<file path="config.mk">
export PLATFORM = sky130hd
export DESIGN_NAME = ketchup_padder
export DESIGN_NICKNAME = d
export VERILOG_FILES = /design/src/rtl/ketchup_padder.sv
export SDC_FILE = /design/constraint.sdc
export NUM_CORES = 2
export LEC_CHECK = 0
export ABC_AREA = 1
export CAP_MARGIN = 20
export CORE_AREA = 5 5 464 466
export CTS_BUF_LIST = sky130_fd_sc_hd__clkbuf_4
export DETAILED_ROUTE_END_ITERATION = 6
export DIE_AREA = 0 0 469 471
export HOLD_SLACK_MARGIN = 0.1
export PLACE_DENSITY = 0.52
export SLEW_MARGIN = 25
export SYNTH_ARGS = -nofsm -noshare
export SYNTH_HDL_FRONTEND = slang
export SYNTH_SLANG_ARGS = --single-unit
</file>
<file path="constraint.sdc">
create_clock -name S_AXI_ACLK -period 2.8 [get_ports S_AXI_ACLK]
set_clock_uncertainty 0.15 [all_clocks]
set_input_delay 0.42 -clock S_AXI_ACLK [delete_from_list [all_inputs] [get_ports S_AXI_ACLK]]
set_output_delay 0.42 -clock S_AXI_ACLK [all_outputs]
set_load 0.01 [all_outputs]
</file>
<file path="src/rtl/ketchup_padder.sv">
// ketchup_padder: SHA-3 input stage. Packs 32-bit message words into one
// RATE_BITS block, applies SHA-3 padding (0x06 ... 0x80) and hands the block
// to the Keccak permutation over a valid/ready handshake.
// Optional build macro KETCHUP_PADDER_OVERRUN_EN adds a sticky overrun flag
// for words presented while the buffer is not accepting.
//
// state  | meaning
// ACCEPT | taking message words at idx
// PAD    | message ended, writing padding words up to the end of the block
// FULL   | block_out complete, waiting for block_ready
// DONE   | final block handed off, inputs ignored until clear/reset
module ketchup_padder #(
  parameter int RATE_BITS = 1152
) (
  input  logic                 S_AXI_ACLK,
  input  logic                 S_AXI_ARESETN,
  input  logic                 clear,
  input  logic [31:0]          in,
  input  logic                 in_ready,
  input  logic                 is_last,
  input  logic [1:0]           byte_num,
  output logic                 buffer_full,
  output logic [RATE_BITS-1:0] block_out,
  output logic                 block_valid,
  output logic                 block_last,
  input  logic                 block_ready
`ifdef KETCHUP_PADDER_OVERRUN_EN
  ,
  output logic                 overrun
`endif
);

  localparam int WORDS = RATE_BITS / 32;
  localparam int IDX_W = (WORDS > 1) ? $clog2(WORDS) : 1;
  localparam logic [IDX_W-1:0] LAST_IDX = IDX_W'(WORDS - 1);

  typedef enum logic [1:0] {ACCEPT, PAD, FULL, DONE} state_t;

  state_t                  state;
  logic [IDX_W-1:0]        idx;
  // Ascending packed range puts word 0 in the most significant bits.
  logic [0:WORDS-1][31:0]  blk;

  assign block_out = blk;

  // Keep the first n message bytes, then the 0x06 domain/pad byte, then zeros.
  function automatic logic [31:0] pad_word(input logic [31:0] w, input logic [1:0] n);
    case (n)
      2'd0:    return 32'h0600_0000;
      2'd1:    return {w[31:24], 24'h06_0000};
      2'd2:    return {w[31:16], 16'h0600};
      default: return {w[31:8], 8'h06};
    endcase
  endfunction

  // Padder FSM: word assembly, padding and block handoff with registered outputs.
  always_ff @(posedge S_AXI_ACLK or negedge S_AXI_ARESETN) begin
    if (!S_AXI_ARESETN) begin
      state       <= ACCEPT;
      idx         <= '0;
      blk         <= '0;
      block_valid <= 1'b0;
      block_last  <= 1'b0;
      buffer_full <= 1'b0;
    end else if (clear) begin
      state       <= ACCEPT;
      idx         <= '0;
      blk         <= '0;
      block_valid <= 1'b0;
      block_last  <= 1'b0;
      buffer_full <= 1'b0;
    end else begin
      case (state)
        ACCEPT: begin
          if (in_ready) begin
            if (!is_last) begin
              blk[idx] <= in;
              if (idx == LAST_IDX) begin
                state       <= FULL;
                block_valid <= 1'b1;
                block_last  <= 1'b0;
                buffer_full <= 1'b1;
              end else begin
                idx <= idx + 1'b1;
              end
            end else if (idx == LAST_IDX) begin
              // Last word lands in the final slot: both pad bytes share this word.
              blk[idx]    <= pad_word(in, byte_num) | 32'h0000_0080;
              state       <= FULL;
              block_valid <= 1'b1;
              block_last  <= 1'b1;
              buffer_full <= 1'b1;
            end else begin
              blk[idx]    <= pad_word(in, byte_num);
              idx         <= idx + 1'b1;
              state       <= PAD;
              buffer_full <= 1'b1;
            end
          end
        end
        PAD: begin
          if (idx == LAST_IDX) begin
            blk[idx]    <= 32'h0000_0080;
            state       <= FULL;
            block_valid <= 1'b1;
            block_last  <= 1'b1;
          end else begin
            blk[idx] <= 32'h0000_0000;
            idx      <= idx + 1'b1;
          end
        end
        FULL: begin
          if (block_ready) begin
            block_valid <= 1'b0;
            block_last  <= 1'b0;
            if (block_last) begin
              state <= DONE;
            end else begin
              state       <= ACCEPT;
              idx         <= '0;
              buffer_full <= 1'b0;
            end
          end
        end
        DONE: begin
          state <= DONE;
        end
        default: begin
          state <= ACCEPT;
        end
      endcase
    end
  end

`ifdef KETCHUP_PADDER_OVERRUN_EN
  // Sticky flag for any word offered while the buffer is not accepting.
  always_ff @(posedge S_AXI_ACLK or negedge S_AXI_ARESETN) begin
    if (!S_AXI_ARESETN) begin
      overrun <= 1'b0;
    end else if (clear) begin
      overrun <= 1'b0;
    end else if (in_ready && buffer_full) begin
      overrun <= 1'b1;
    end
  end
`endif

endmodule

</file>
Word level (Yosys, flattened, before mapping)
Index checks and enable logic that the tools add are counted.

storage, ports and cells
  bits in registers = 1163
  input port bits = 40
  output and inout bits = 1155
  logic and storage cells = 126

operators by class
  $add $sub $neg = 1
  magnitude comparators = 2
  equal/unequal tests = 10
  multiplexer cells = 54
  bitwise logic cells = 6
  reduce and logical (&&, ||, !) cells = 12

operator list
  operator                count
  $mux W1152              5
  $bwmux W1152            3
  $pmux W1152 S2          1
  $and A1152 B1152 Y1152  1
  $not A1152 Y1152        1
  $and A1116 B1116 Y1116  1
  $not A1116 Y1116        1
  $mux W32                11
  $demux W32 S6           1
  $pmux W32 S3            1
  $or A36 B36 Y36         1
  $mux W6                 5
  $pmux W6 S3             1
  $mux W1                 15
  $mux W2                 7
  $ne A3 B3 Y1 const B    3
  $pmux W2 S4             1
  $reduce_and A4 Y1       2
  $ge A7 B7 Y1 const B    1
  $lt A7 B1 Y1 const B    1
  $not A6 Y7              1
  $add A6 B1 Y6 const B   1
  $eq A2 B2 Y1 const B    3
  $eq A6 B6 Y1 const B    1
  11 further kinds        16

Logic depth before layout (Yosys ltp)
  word-level depth = 13
  gate-level depth with buffers = 12
  depth with buffers taken out = 10

Least setup slack after synthesis
OpenSTA, ideal clock, no wires.

  kind = reg-to-reg
  start = reg state[1]
  end = reg blk (netlist bit block_out[241])
  library setup time = 0.143 ns
  arrival time = 1.841 ns
  required time = 2.507 ns
  path slack = 0.665 ns
  cell stages (with the launch flop) = 12
  path buffers = 2
  clock period less this slack = 2.135 ns
  path through = dfrtp_1 > inv_1 > ha_1 > nor2_8 > nand2_2 > nand2_2 > inv_2 > buf_2 > o21ai_1 > buf_4 > nand2_1 > o21ai_0

between the ends
  cells in the longest elaborated chain, start to end = 3
  elaborated cells between the ends (all ways) = 7
  classes of those cells = 2 x eq/ne; 2 x mux; 3 x reduce/logical

RTL lines
  what                                                     RTL line  RTL
  start, declared                                          39        state_t state;
  start signal, assigned                                   59        state <= ACCEPT;
  start signal, assigned                                   66        state <= ACCEPT;
  start signal, assigned                                   79        state <= FULL;
  $eq A2 B1 Y1 / $logic_not A2 Y1 (equally long branches)  73        case (state)
  $pmux W1152 S2, or another cell as far along             73
  $mux W1152 / $reduce_and A2 Y1 (equally long branches)   -
  end signal, assigned by index                            77        blk[idx] <= in;
  end signal, assigned by index                            88        blk[idx] <= pad_word(in, byte_num) | 32'h0000_0080;
  end signal, assigned by index                            94        blk[idx] <= pad_word(in, byte_num);
  end, declared                                            42        logic [0:WORDS-1][31:0] blk;

Parallel ways exist; a longest one is shown, timed or not.
A chain may end at the register's enable or synchronous reset.

Final worst setup path
  start = reg state[1]
  end = reg blk (netlist bit block_out[1057])

Same word-level chain as after synthesis.

==> results.sh <==
export IMPL_syn_area_per_cell_um2=9.654
export IMPL_coreArea_um2=210800
export IMPL_cts_tree="built"
export IMPL_worst_pin_slew_ns=1.043
export IMPL_drc=0
export IMPL_place_area_um2=62960
export IMPL_r2r_start="state[1]"
export IMPL_p_per_area_nw_per_um2=679.6
export IMPL_status="complete, no violations"
export IMPL_grt_max_degree=82
export IMPL_yosysWarnings=0
export IMPL_maxCapViolCount=0
export IMPL_die_x_um=469
export IMPL_path_cells="inv_1, ha_4, nor2_8, buf_6, nand3_1, inv_4, buf_12, nand3_1, o21ai_1, dlygate4sd3_1"
export IMPL_die_y_um=471
export IMPL_fin_crit_ns=2.671
export IMPL_crit_path_top_delay_cell="dlygate4sd3_1"
export IMPL_startpoint="state[1]"
export IMPL_drive_gt1_share_pct=20.34
export IMPL_ff2ff_path_depth=10
export IMPL_synth_common_cells="nand2_1, dfrtp_1, o21ai_0"
export IMPL_syn_nets=4564
export IMPL_utilization_pct=31.68
export IMPL_syn2layout_area_growth_pct=53.14
export IMPL_wire_per_inst_um=29.78
export IMPL_clk_root_buffer_cell="clkbuf_4"
export IMPL_synth_edff_count=0
export IMPL_critPathMaxStageDelay_ns=0.55
export IMPL_dr_first_iter_drc_count=3929
export IMPL_timing_final_crit_share_pct=95.38
export IMPL_clk_pin_slew_worst_paths_ns=0.07
export IMPL_crit_fanout=18
export IMPL_num_rows=169
export IMPL_wl_mm=276.5
export IMPL_initial_core_util_pct=20.69
export IMPL_drtAntennaViolNets=0
export IMPL_critPathRequiredTime_ns=3.91
export IMPL_startpoint_type="register"
export IMPL_clkLatencyLatePin_ns=1.31
export IMPL_nFillCells=22362
export IMPL_overflow=0
export IMPL_synth_top_area_share_pct=66.73
export IMPL_fin_setup_tns_ns=0
export IMPL_syn_inst=4518
export IMPL_vias_per_cell=4.556
export IMPL_rsz0062_at_grt="false"
export IMPL_critPathArrivalTime_ns=3.78
export IMPL_ys_seq_elements=1163
export IMPL_fmax_mhz=374.5
export IMPL_fin_area_um2=66790
export IMPL_yosys_top_cells_area="dfrtp_1, nand2_1, o21ai_0"
export IMPL_groute_usage_overall_pct=24.25
export IMPL_hold_start="in[10]"
export IMPL_clk_path_buf_depth=4
export IMPL_slew_viol_final=0
export IMPL_synthArstFlopShare_pct=100.0
export IMPL_first_pass_iters=6
export IMPL_vias=42298
export IMPL_setup_violations_final=0
export IMPL_peakVddDrop_mv=0.3536
export IMPL_synth_area_um2=43620
export IMPL_ys_seq_area_share_pct=66.73
export IMPL_first_global_vias=42848
export IMPL_clock_sinks=1163
export IMPL_synth_most_common_cell="nand2_1"
export IMPL_cellLeakagePower_uw=0.03457
export IMPL_synth_ff_type="dfrtp_1"
export IMPL_final_nets=6250
export IMPL_cts_buffers=346
export IMPL_cp_end_kind="register"
export IMPL_holdPathStages=6
export IMPL_dp_hpwl_mm=204.2
export IMPL_path_common_cell="nand3_1"
export IMPL_htreeDepth=5
export IMPL_fp_dieArea_um2=220900
export IMPL_io_pins=1195
export IMPL_hp_class="in2reg"
export IMPL_grt_pass1_wl_mm=369.5
export IMPL_crit_type="reg2reg"
export IMPL_hold_viol=0
export IMPL_portBuffers=1194
export IMPL_antenna_found_initial=47
export IMPL_place_congestion=0.8651
export IMPL_synth_area_leader_cell="dfrtp_1"
export IMPL_max_slew_margin_rel_pct=30.18
export IMPL_synth_cell_type_count=31
-- power breakdown --
part | switching [uW] | leakage, uW | internal, uW | total [uW]
sequential | 353 | 0.0162 | 17300 | 17600
combinational | 7930 | 0.0158 | 3080 | 11000
clock | 7840 | 0.00259 | 8910 | 16800
total | 16100 | 0.0346 | 29300 | 45400
-- area by class of cell --
cell class	instances	area, um2	area share [%]
clock buffer	511	3836	5.743
timing repair buffer	1621	16010	23.97
inverter	155	591.8	0.8860
multi-input combinational	2917	13180	19.74
tap	2821	3530	5.284
clock inverter	72	471.7	0.7062
sequential	1163	29110	43.58
antenna	25	62.56	0.09366
-- metrics by stage --
stage	instances	power, uW	setup slack, ns	hold WS, ns
2_1_floorplan	4518	21430	0.6654	-0.02559
3_3_place_gp	8617	29160	-0.6701	0.1885
3_5_place_dp	8619	29260	-0.7109	0.1903
4_1_cts	9260	46040	-0.001099	0.1082
5_1_grt	9269	47360	0.007472	0.2288
6_report	9285	45390	0.1295	0.2798
-- cells in the final DEF, fill, tap and decap left out, drive strengths merged, types with 6 or more instances in the layout --
cell type	netlist	final
clkdlybuf4s15	0	398
dfrtp	1163	1163
clkinv	4	66
clkbuf	137	511
dlygate4sd3	0	45
a21oi	18	18
bufinv	0	7
diode	0	25
nand3	129	129
nor2	118	118
buf	146	495
clkdlybuf4s50	0	37
inv	151	153
dlygate4sd2	0	646
o22ai	18	18
nand2	1686	1686
o21ai	930	930
ha	6	6
-- final timing paths --
path	to	slack [ns]
max reg2reg	block_out[1057]	0.13
max	block_out[1057]	0.13
max in group asynchronous	block_out[124]	0.83
min reg2reg	block_out[731]	0.32
min in group asynchronous	block_out[486]	0.63
min	block_out[746]	0.28
-- flip-flops by register name (all words and copies together) (netlist names) --
signal and flops:
block_out 1152, buffer_full 1, block_valid 1, block_last 1, idx 6, state 2
-- cells by family (layout without fill, tap and decap cells) --
kind of cell,Yosys count,in the layout,synth area share (%)
adder cells (fa/ha/maj),6,6,0.1721
AND/OR/NAND/NOR,1944,1944,17.43
buffers and inverters,438,2359,4.269
flip-flops,1163,1163,66.73
XOR/XNOR,1,1,0.02008
other,0,25,0
AO/OA/AOI/OAI,966,966,11.39
-- metal layers --
layer	GRT usage [%]	share of wire [%]
met5	0	0.020
met3	8.641	10
met2	38.12	45
met1	30.08	40
met4	10.31	4.5
-- repair_timing --
action,in CTS,in global routing
buffers inserted,12,0
hold buffers,46,0
pin swaps,0,0
setup endpoints to repair,1164,37
hold endpoints to repair,2280,0
resized for setup,2040,14
-- worst max-delay path, delay by kind of cell, from the launching register on --
family / cells / cell delay, ns
buffers and inverters: 5 / 1.26
AND/OR/NAND/NOR: 3 / 0.43
flip-flops: 1 / 0.41
adder cells (fa/ha/maj): 1 / 0.24
AO/OA/AOI/OAI: 1 / 0.12
(Power assumes the default switching activity.)
